--- src/rtl/ras_multi_lane.sv ---
// Return-address stack fed by a multi-lane fetch bundle: at most one push/pop/swap per
// cycle, taken from the lowest active lane, with checkpoint restore on misprediction.
module ras_multi_lane #(
  parameter int unsigned ADDR_WIDTH = 32,
  parameter int unsigned LANES      = 5,
  parameter int unsigned DEPTH      = 8
) (
  input  logic                                 clk,
  input  logic                                 reset,
  input  logic                                 valid_i,
  input  logic [LANES-1:0]                     call_i,
  input  logic [LANES-1:0]                     return_i,
  input  logic [LANES*ADDR_WIDTH-1:0]          ret_addr_i,
  input  logic                                 restore_en_i,
  input  logic [$clog2(DEPTH)-1:0]             restore_tos_i,
  input  logic [$clog2(DEPTH):0]               restore_count_i,
  output logic                                 pred_valid_o,
  output logic [ADDR_WIDTH-1:0]                pred_target_o,
  output logic [((LANES > 1) ? $clog2(LANES) : 1)-1:0] pred_lane_o,
  output logic [$clog2(DEPTH)-1:0]             tos_checkpoint_o,
  output logic [$clog2(DEPTH):0]               count_checkpoint_o,
  output logic                                 overflow_o,
  output logic                                 underflow_o
);

  localparam int unsigned PTR_W  = $clog2(DEPTH);
  localparam int unsigned CNT_W  = PTR_W + 1;
  localparam int unsigned LANE_W = (LANES > 1) ? $clog2(LANES) : 1;

  logic [ADDR_WIDTH-1:0] entry_q [DEPTH];
  logic [PTR_W-1:0]      tos_q, tos_d;
  logic [CNT_W-1:0]      cnt_q, cnt_d;

  logic                  ev_found, ev_call, ev_ret;
  logic [LANE_W-1:0]     ev_lane;
  logic [ADDR_WIDTH-1:0] ev_addr;

  logic                  wr_en;
  logic [PTR_W-1:0]      wr_idx;
  logic                  cnt_zero, cnt_full;

  assign cnt_zero = (cnt_q == '0);
  assign cnt_full = (cnt_q == CNT_W'(DEPTH));

  assign tos_checkpoint_o   = tos_q;
  assign count_checkpoint_o = cnt_q;

  // Priority pick: scanning high to low leaves the lowest active lane as the winner.
  always_comb begin
    ev_found = 1'b0;
    ev_call  = 1'b0;
    ev_ret   = 1'b0;
    ev_lane  = '0;
    ev_addr  = '0;
    for (int k = int'(LANES) - 1; k >= 0; k--) begin
      if (valid_i && (call_i[k] || return_i[k])) begin
        ev_found = 1'b1;
        ev_call  = call_i[k];
        ev_ret   = return_i[k];
        ev_lane  = LANE_W'(k);
        ev_addr  = ret_addr_i[k*ADDR_WIDTH +: ADDR_WIDTH];
      end
    end
  end

  // Next-state and same-cycle prediction/pulse outputs.
  always_comb begin
    tos_d         = tos_q;
    cnt_d         = cnt_q;
    wr_en         = 1'b0;
    wr_idx        = tos_q;
    pred_valid_o  = 1'b0;
    pred_target_o = '0;
    pred_lane_o   = '0;
    overflow_o    = 1'b0;
    underflow_o   = 1'b0;

    if (restore_en_i) begin
      tos_d = restore_tos_i;
      cnt_d = (restore_count_i > CNT_W'(DEPTH)) ? CNT_W'(DEPTH) : restore_count_i;
    end else if (ev_found) begin
      if (ev_ret && !cnt_zero) begin
        pred_valid_o  = 1'b1;
        pred_target_o = entry_q[tos_q];
        pred_lane_o   = ev_lane;
      end
      if (ev_call && ev_ret && !cnt_zero) begin
        wr_en = 1'b1;
      end else if (ev_call) begin
        // A swap on an empty stack degrades to a push but still flags the missing pop.
        tos_d       = tos_q + PTR_W'(1);
        wr_idx      = tos_q + PTR_W'(1);
        wr_en       = 1'b1;
        underflow_o = ev_ret;
        if (cnt_full) overflow_o = 1'b1;
        else          cnt_d      = cnt_q + CNT_W'(1);
      end else if (!cnt_zero) begin
        tos_d = tos_q - PTR_W'(1);
        cnt_d = cnt_q - CNT_W'(1);
      end else begin
        underflow_o = 1'b1;
      end
    end

    if (!reset) begin
      pred_valid_o  = 1'b0;
      pred_target_o = '0;
      pred_lane_o   = '0;
      overflow_o    = 1'b0;
      underflow_o   = 1'b0;
    end
  end

  always_ff @(posedge clk or negedge reset) begin
    if (!reset) begin
      tos_q <= '0;
      cnt_q <= '0;
      for (int i = 0; i < int'(DEPTH); i++) entry_q[i] <= '0;
    end else begin
      tos_q <= tos_d;
      cnt_q <= cnt_d;
      if (wr_en) entry_q[wr_idx] <= ev_addr;
    end
  end

endmodule

--- config.mk ---
export PLATFORM = sky130hd
export DESIGN_NAME = ras_multi_lane
export DESIGN_NICKNAME = d
export VERILOG_FILES = /design/src/rtl/ras_multi_lane.sv
export SDC_FILE = /design/constraint.sdc
export NUM_CORES = 1
export LEC_CHECK = 0
export CELL_PAD_IN_SITES_DETAIL_PLACEMENT = 0
export CELL_PAD_IN_SITES_GLOBAL_PLACEMENT = 1
export CORE_MARGIN = 4
export CORE_UTILIZATION = 42
export DETAILED_ROUTE_END_ITERATION = 16
export MAX_ROUTING_LAYER = met4
export PLACE_DENSITY = 0.74
export SYNTH_ARGS = -nofsm -noshare
export SYNTH_HDL_FRONTEND = slang
export SYNTH_SLANG_ARGS = --single-unit
--- constraint.sdc ---
create_clock -name clk -period 3.76 [get_ports clk]
set_input_delay 0.752 -clock clk [delete_from_list [all_inputs] [get_ports clk]]
set_output_delay 0.752 -clock clk [all_outputs]
set_load 0.01 [all_outputs]
==> flow_summary.ini, run 1 <==
[layout]
regArea_mm2 = 0.006590
fillerInstances = 2837
final_util_pct = 56.24
syn2layout_area_growth_pct = 30.86
layout.nets = 1475
final_cell_mix = 260 x dfrtp_1, 240 x mux2_4, 182 x clkdlybuf4s50_1
finalNonFillerCells = 1760
final_common_cell = dfrtp_1
layout-drive-gt1-share_pct = 40.32
multi_input_area_mm2 = 0.007537
insertedDiodeCount = 0

[clock_network]
cts_buffers = 29
cts_max_level = 1
cts_tree = yes
cts_root_buf = clkbuf_16
path_clk_slew_ns = 0.06
clk_latency_ns = 0.54
cts_buffer_depth = 3
clock-sinks = 263

[critical_path]
cp.required_ns = 3.01
arrival_ns = 2.91
crit_path_end_kind = primary output
startpoint_type = input port
regToRegSetupSlack_ns = 0.72
crit_type = input port to primary output
cp_max_fo = 10

[timing]
period_needed_ns = 3.664
rsz0062_at_grt = yes
drv_slew = 0
finalSetupViolCount = 0
period_share_pct = 97.44
clock_skew_ns = 0.01308
worst_pin_slew_ns = 0.8502
hold_viol = 0
worst_slew_margin_rel_pct = 43.32
clock.fmax_mhz = 273.0

[pwr]
power_switching_w = 0.003166
powerDensity_mw_per_mm2 = 622.6
switching_share_pct = 26.70
p_seq_share_pct = 40.4
power_w = 0.01186
power_leakage_nw = 9.081
pwr-share-clk_pct = 27.1
internal-power_w = 0.008691
vdd_drop_max_uv = 407.2
combPwrFrac_pct = 32.4

[place]
dpl.cell_count = 1696
gp_congestion = 0.7989
dpl.hpwl_mm = 27.90
io_buffers = 225

[logic_synthesis]
ys_types = 51
syn-mean-instance-area_um2 = 14.44
synth-seq-cells = 263
synth-edff-count = 0
seq_area_frac_synth_pct = 45.22
synthCells = 1008
async_reset_ff_share_pct = 100.0
synthesis.nets = 1194
yosys_warnings = 0
synth-main-ff-cell = dfrtp_1
synth_area_leader_cell = dfrtp_1
synth_top_area_share_pct = 45.22
synthTopCellsByArea = dfrtp_1 45%, mux2_4 25%, mux4_2 9.9%, a221o_1 2.2%, nand2_1 2.0%
synth_area_mm2 = 0.01455

[routing]
drtIter0Drc = 609
ant_nets = 0
vias = 9873
wl_per_cell_um = 24.13
routed_wl_mm = 42.47
route.detailed.drc = 0
drt_pre_antenna_iters = 4
via_per_inst = 5.610

[floorplanning]
num_io_pins = 226
design.die.area_mm2 = 0.03769
fp.dieW_um = 194.2
initial_core_util_pct = 42.97
design.core.area_mm2 = 0.03387
fp.dieH_um = 194.2
rows = 67

[grt]
grtUsageTotal_pct = 22.51
grt_pass1_wl_mm = 65.87
grt_remaining_overflow = 0
grt_antenna_before_repair = 0
grt_pass1_vias = 10860
grt_start_max_net_pins = 67

[run]
maxCapViolCount = 0

[run_status]
status = finished, final reports clean

[worst_hold_path]
worstHoldPathType = input port to async pin
## critical path, stage by stage
cell,delay [ns]
clkdlybuf4s50_1,0.43
or4_4,0.55
nor4_4,0.24
nand2b_4,0.18
nor3b_2,0.05
nand2_2,0.09
buf_12,0.15
buf_12,0.15
nor3_1,0.07
clkdlybuf4s15_1,0.24
## logic make-up (layout without fill, tap and decap cells)
kind of cell / Yosys count / after routing / synth area share [%]
DFF: 263 / 263 / 45.22
and+or+nand+nor: 152 / 152 / 4.728
AOI/OAI and AO/OA: 175 / 175 / 9.663
buffers and inverters: 84 / 388 / 3.439
xor gates and xnor gates: 6 / 6 / 0.3611
muxes: 323 / 323 / 36.11
adders and majority gates: 5 / 5 / 0.4814
## cell type report
type	instances	share of cell area (%)
multi-input combinational	661	39.57
clock inverter	13	1.281
timing repair buffer	326	16.98
clock buffer	41	4.467
sequential	263	34.60
inverter	8	0.1577
tap	448	2.943
## cell usage after synthesis, drive strengths merged (7+ instances only)
library cell	instances
o211ai	10
o22ai	33
o21ai	13
clkbuf	36
nor3	7
a221o	32
a21oi	36
mux4	64
mux2	256
dfrtp	263
a22oi	33
buf	40
nor2	41
nand2	78
inv	7
## stage by stage
stage	setup WS [ns]	hold WS, ns	area (um2)	setup TNS, ns
after floorplan	0.5713	0.4564	14550	0
after global placement	-0.2397	0.4823	17870	-7.672
after detailed placement	-0.2736	0.4891	17870	-7.676
after CTS	0.003898	0.3866	19030	0
after global routing	-0.03011	0.4129	19050	-0.06078
final	0.09641	0.3730	19050	0
## state kept, by name, indices dropped and copies added (netlist names)
register / flops
entry_q: 256
tos_checkpoint_o: 3
count_checkpoint_o: 4
## power by group through the flow
stage | Clock [W] | Combinational [W] | Sequential, W
CTS | 0.00326 | 0.00388 | 0.00478
detailed placement | 0 | 0.00386 | 0.00479
finish | 0.00322 | 0.00385 | 0.00479
global placement | 0 | 0.00381 | 0.00473
global route | 0.00339 | 0.00410 | 0.00493
floorplan | 0 | 0.00297 | 0.00452
## metal layers
layer	vias to the layer above	GRT usage, %	routed length, um
li1	4371	-	-
met1	5199	31.42	19340
met2	246	36.21	20670
met3	57	2.902	1666
met4	0	3.880	799
met5	-	-	0
## path summary, 6_finish.rpt
path,cells after the start,start,to
worst max-delay path,10,call_i[2],pred_lane_o[2]
worst min-delay path,2,reset,entry_q[133]
worst max register to register,7,tos_checkpoint_o[1],entry_q[133]
worst min register to register,1,entry_q[34],entry_q[34]
max in group asynchronous,3,reset,entry_q[11]
min in group clk,1,entry_q[34],entry_q[34]
## repair_timing
item / CTS / global route
hold buffers: 0 / 0
gates cloned: 1 / 1
buffers inserted: 6 / 2
endpoints found under the setup margin: 38 / 37
pin swaps: 1 / 3
resized for setup: 47 / 52
(Power assumes the default switching activity.)
==> run 2, diff against run 1 <==
==> constraint.sdc (replaced) <==
create_clock -name clk -period 3.8 [get_ports clk]
set_input_delay 0.76 -clock clk [delete_from_list [all_inputs] [get_ports clk]]
set_output_delay 0.76 -clock clk [all_outputs]
set_load 0.01 [all_outputs]
==> flow_summary.ini, run 2 (same netlist as run 1, synthesis figures left out) <==
[clock_network]
cts_buffers = 28
clk_latency_ns = 0.53
path_clk_slew_ns = 0.06
hold_buffers = 0
cts_buffer_depth = 3
cts_max_level = 1
clock-sinks = 263
cts_tree = yes
cts_root_buf = clkbuf_16

[routing]
route.detailed.drc = 0
via_per_inst = 5.528
wl_per_cell_um = 23.74
drtIter0Drc = 602
ant_nets = 0
routed_wl_mm = 41.38
drt_pre_antenna_iters = 4
vias = 9636

[grt]
grt_antenna_before_repair = 0
grtUsageTotal_pct = 22.09
grt_start_max_net_pins = 146
grt_pass1_wl_mm = 64.74
grt_remaining_overflow = 0
grt_pass1_vias = 10680

[layout]
final_area_mm2 = 0.01885
largest_reg_flops = 256
largest-register = entry_q
layout-drive-gt1-share_pct = 38.46
insertedDiodeCount = 0
final_common_cell = dfrtp_1
syn2layout_area_growth_pct = 29.54
final_cell_mix = 260 x dfrtp_1, 240 x mux2_4, 183 x clkdlybuf4s50_1
layout.nets = 1461

[floorplanning]
initial_core_util_pct = 42.97
num_io_pins = 226
fp.dieH_um = 194.2
design.core.area_mm2 = 0.03387
design.die.area_mm2 = 0.03769
rows = 67
fp.dieW_um = 194.2

[critical_path]
critPathMaxStageDelay_ns = 0.54
reg2reg_depth = 7
rr_endpoint = entry_q[171]
crit_buf_inv = 4
crit_type = input port to primary output
cp_cell_sequence = clkdlybuf4s50_1, or4_4, nor4_4, nand2b_4, nor3b_2, nand2_2, buf_6, buf_16, a21oi_1, dlygate4sd2_1
slowest_stage = or4_4
cp_max_fo = 9
arrival_ns = 2.98
crit_path_end_kind = primary output
crit_family = simple AND/OR/NAND/NOR gates
cp.required_ns = 3.04
worstReg2RegStart = tos_checkpoint_o[1]
startpoint_type = input port
regToRegSetupSlack_ns = 0.74

[place]
dpl.hpwl_mm = 27.46
post_dp_cell_area_mm2 = 0.01780
gp_congestion = 0.7796
io_buffers = 225

[timing]
drv_slew = 0
worst_pin_slew_ns = 0.8972
clock_skew_ns = 0.009474
period_needed_ns = 3.739
period_share_pct = 98.39
clock.fmax_mhz = 267.5
rsz0062_at_grt = yes
worst_slew_margin_rel_pct = 40.19
hold_viol = 0
finalSetupViolCount = 0

[worst_hold_path]
worstHoldPathType = input port to async pin

[pwr]
power_leakage_nw = 8.924
power_w = 0.01135
powerDensity_mw_per_mm2 = 601.9
vdd_drop_max_uv = 322.8

[run_status]
status = finished, final reports clean

[run]
maxCapViolCount = 0
-- run 2: worst max-delay path by stage --
stage,end,start,cells past startpoint,slack [ns]
3_3_place_gp,pred_lane_o[2],return_i[1],9,-0.25
3_5_place_dp,pred_target_o[2],return_i[1],9,-0.31
4_1_cts,overflow_o,return_i[3],9,0.006
5_1_grt,pred_target_o[29],return_i[3],10,-0.01
2_1_floorplan,pred_valid_o,return_i[0],8,0.60
6_report,pred_target_o[15],return_i[3],10,0.06
-- run 2: area by class of cell --
cell class | instances | area (um2)
Inverter | 8 | 30.03
Fill cell | 2831 | 15010
Multi-Input combinational cell | 661 | 7526
Sequential cell | 263 | 6590
Clock inverter | 9 | 120.1
Clock buffer | 41 | 850.8
Timing Repair Buffer | 313 | 3176
Tap cell | 448 | 560.5
-- run 2: report_power, final --
group,switching (W),internal (W)
registers,0.000726,0.00401
logic,0.00122,0.00255
clock network,0.00109,0.00174
total,0.00304,0.00830
-- run 2: metal layers --
layer	global-route usage [%]	routed length (um)
met2	35.37	20070
met4	3.542	580
met5	-	0
met3	2.902	1520
met1	31.09	19200
-- run 2: timing repair --
| item | in CTS | in global routing |
|---|---|---|
| setup endpoints to repair | 38 | 35 |
| gates cloned | 1 | 0 |
| setup buffers | 5 | 1 |
| resized for setup | 48 | 34 |
| pin swaps | 2 | 0 |
-- run 2: metrics by stage --
step	utilization [%]	hold WS (ns)	setup TNS (ns)	setup slack [ns]	cells
floorplan	-	0.4644	0	0.5953	1008
global placement	52.55	0.4823	-8.140	-0.2540	1686
detailed placement	52.55	0.4894	-10.41	-0.3080	1686
CTS	55.54	0.01461	0	0.005622	1742
global route	55.67	0.02240	-0.03490	-0.01432	1743
finish	55.67	0.04123	0	0.06118	1743
==> run 3, diff against run 2 <==
--- a/config.mk
+++ b/config.mk
@@ -12,6 +12,7 @@
 export DETAILED_ROUTE_END_ITERATION = 16
 export MAX_ROUTING_LAYER = met4
 export PLACE_DENSITY = 0.74
+export SLEW_MARGIN = 25
 export SYNTH_ARGS = -nofsm -noshare
 export SYNTH_HDL_FRONTEND = slang
 export SYNTH_SLANG_ARGS = --single-unit
==> results of run 3 <==
The final DEF is identical to that of run 2; final timing and power are the same.
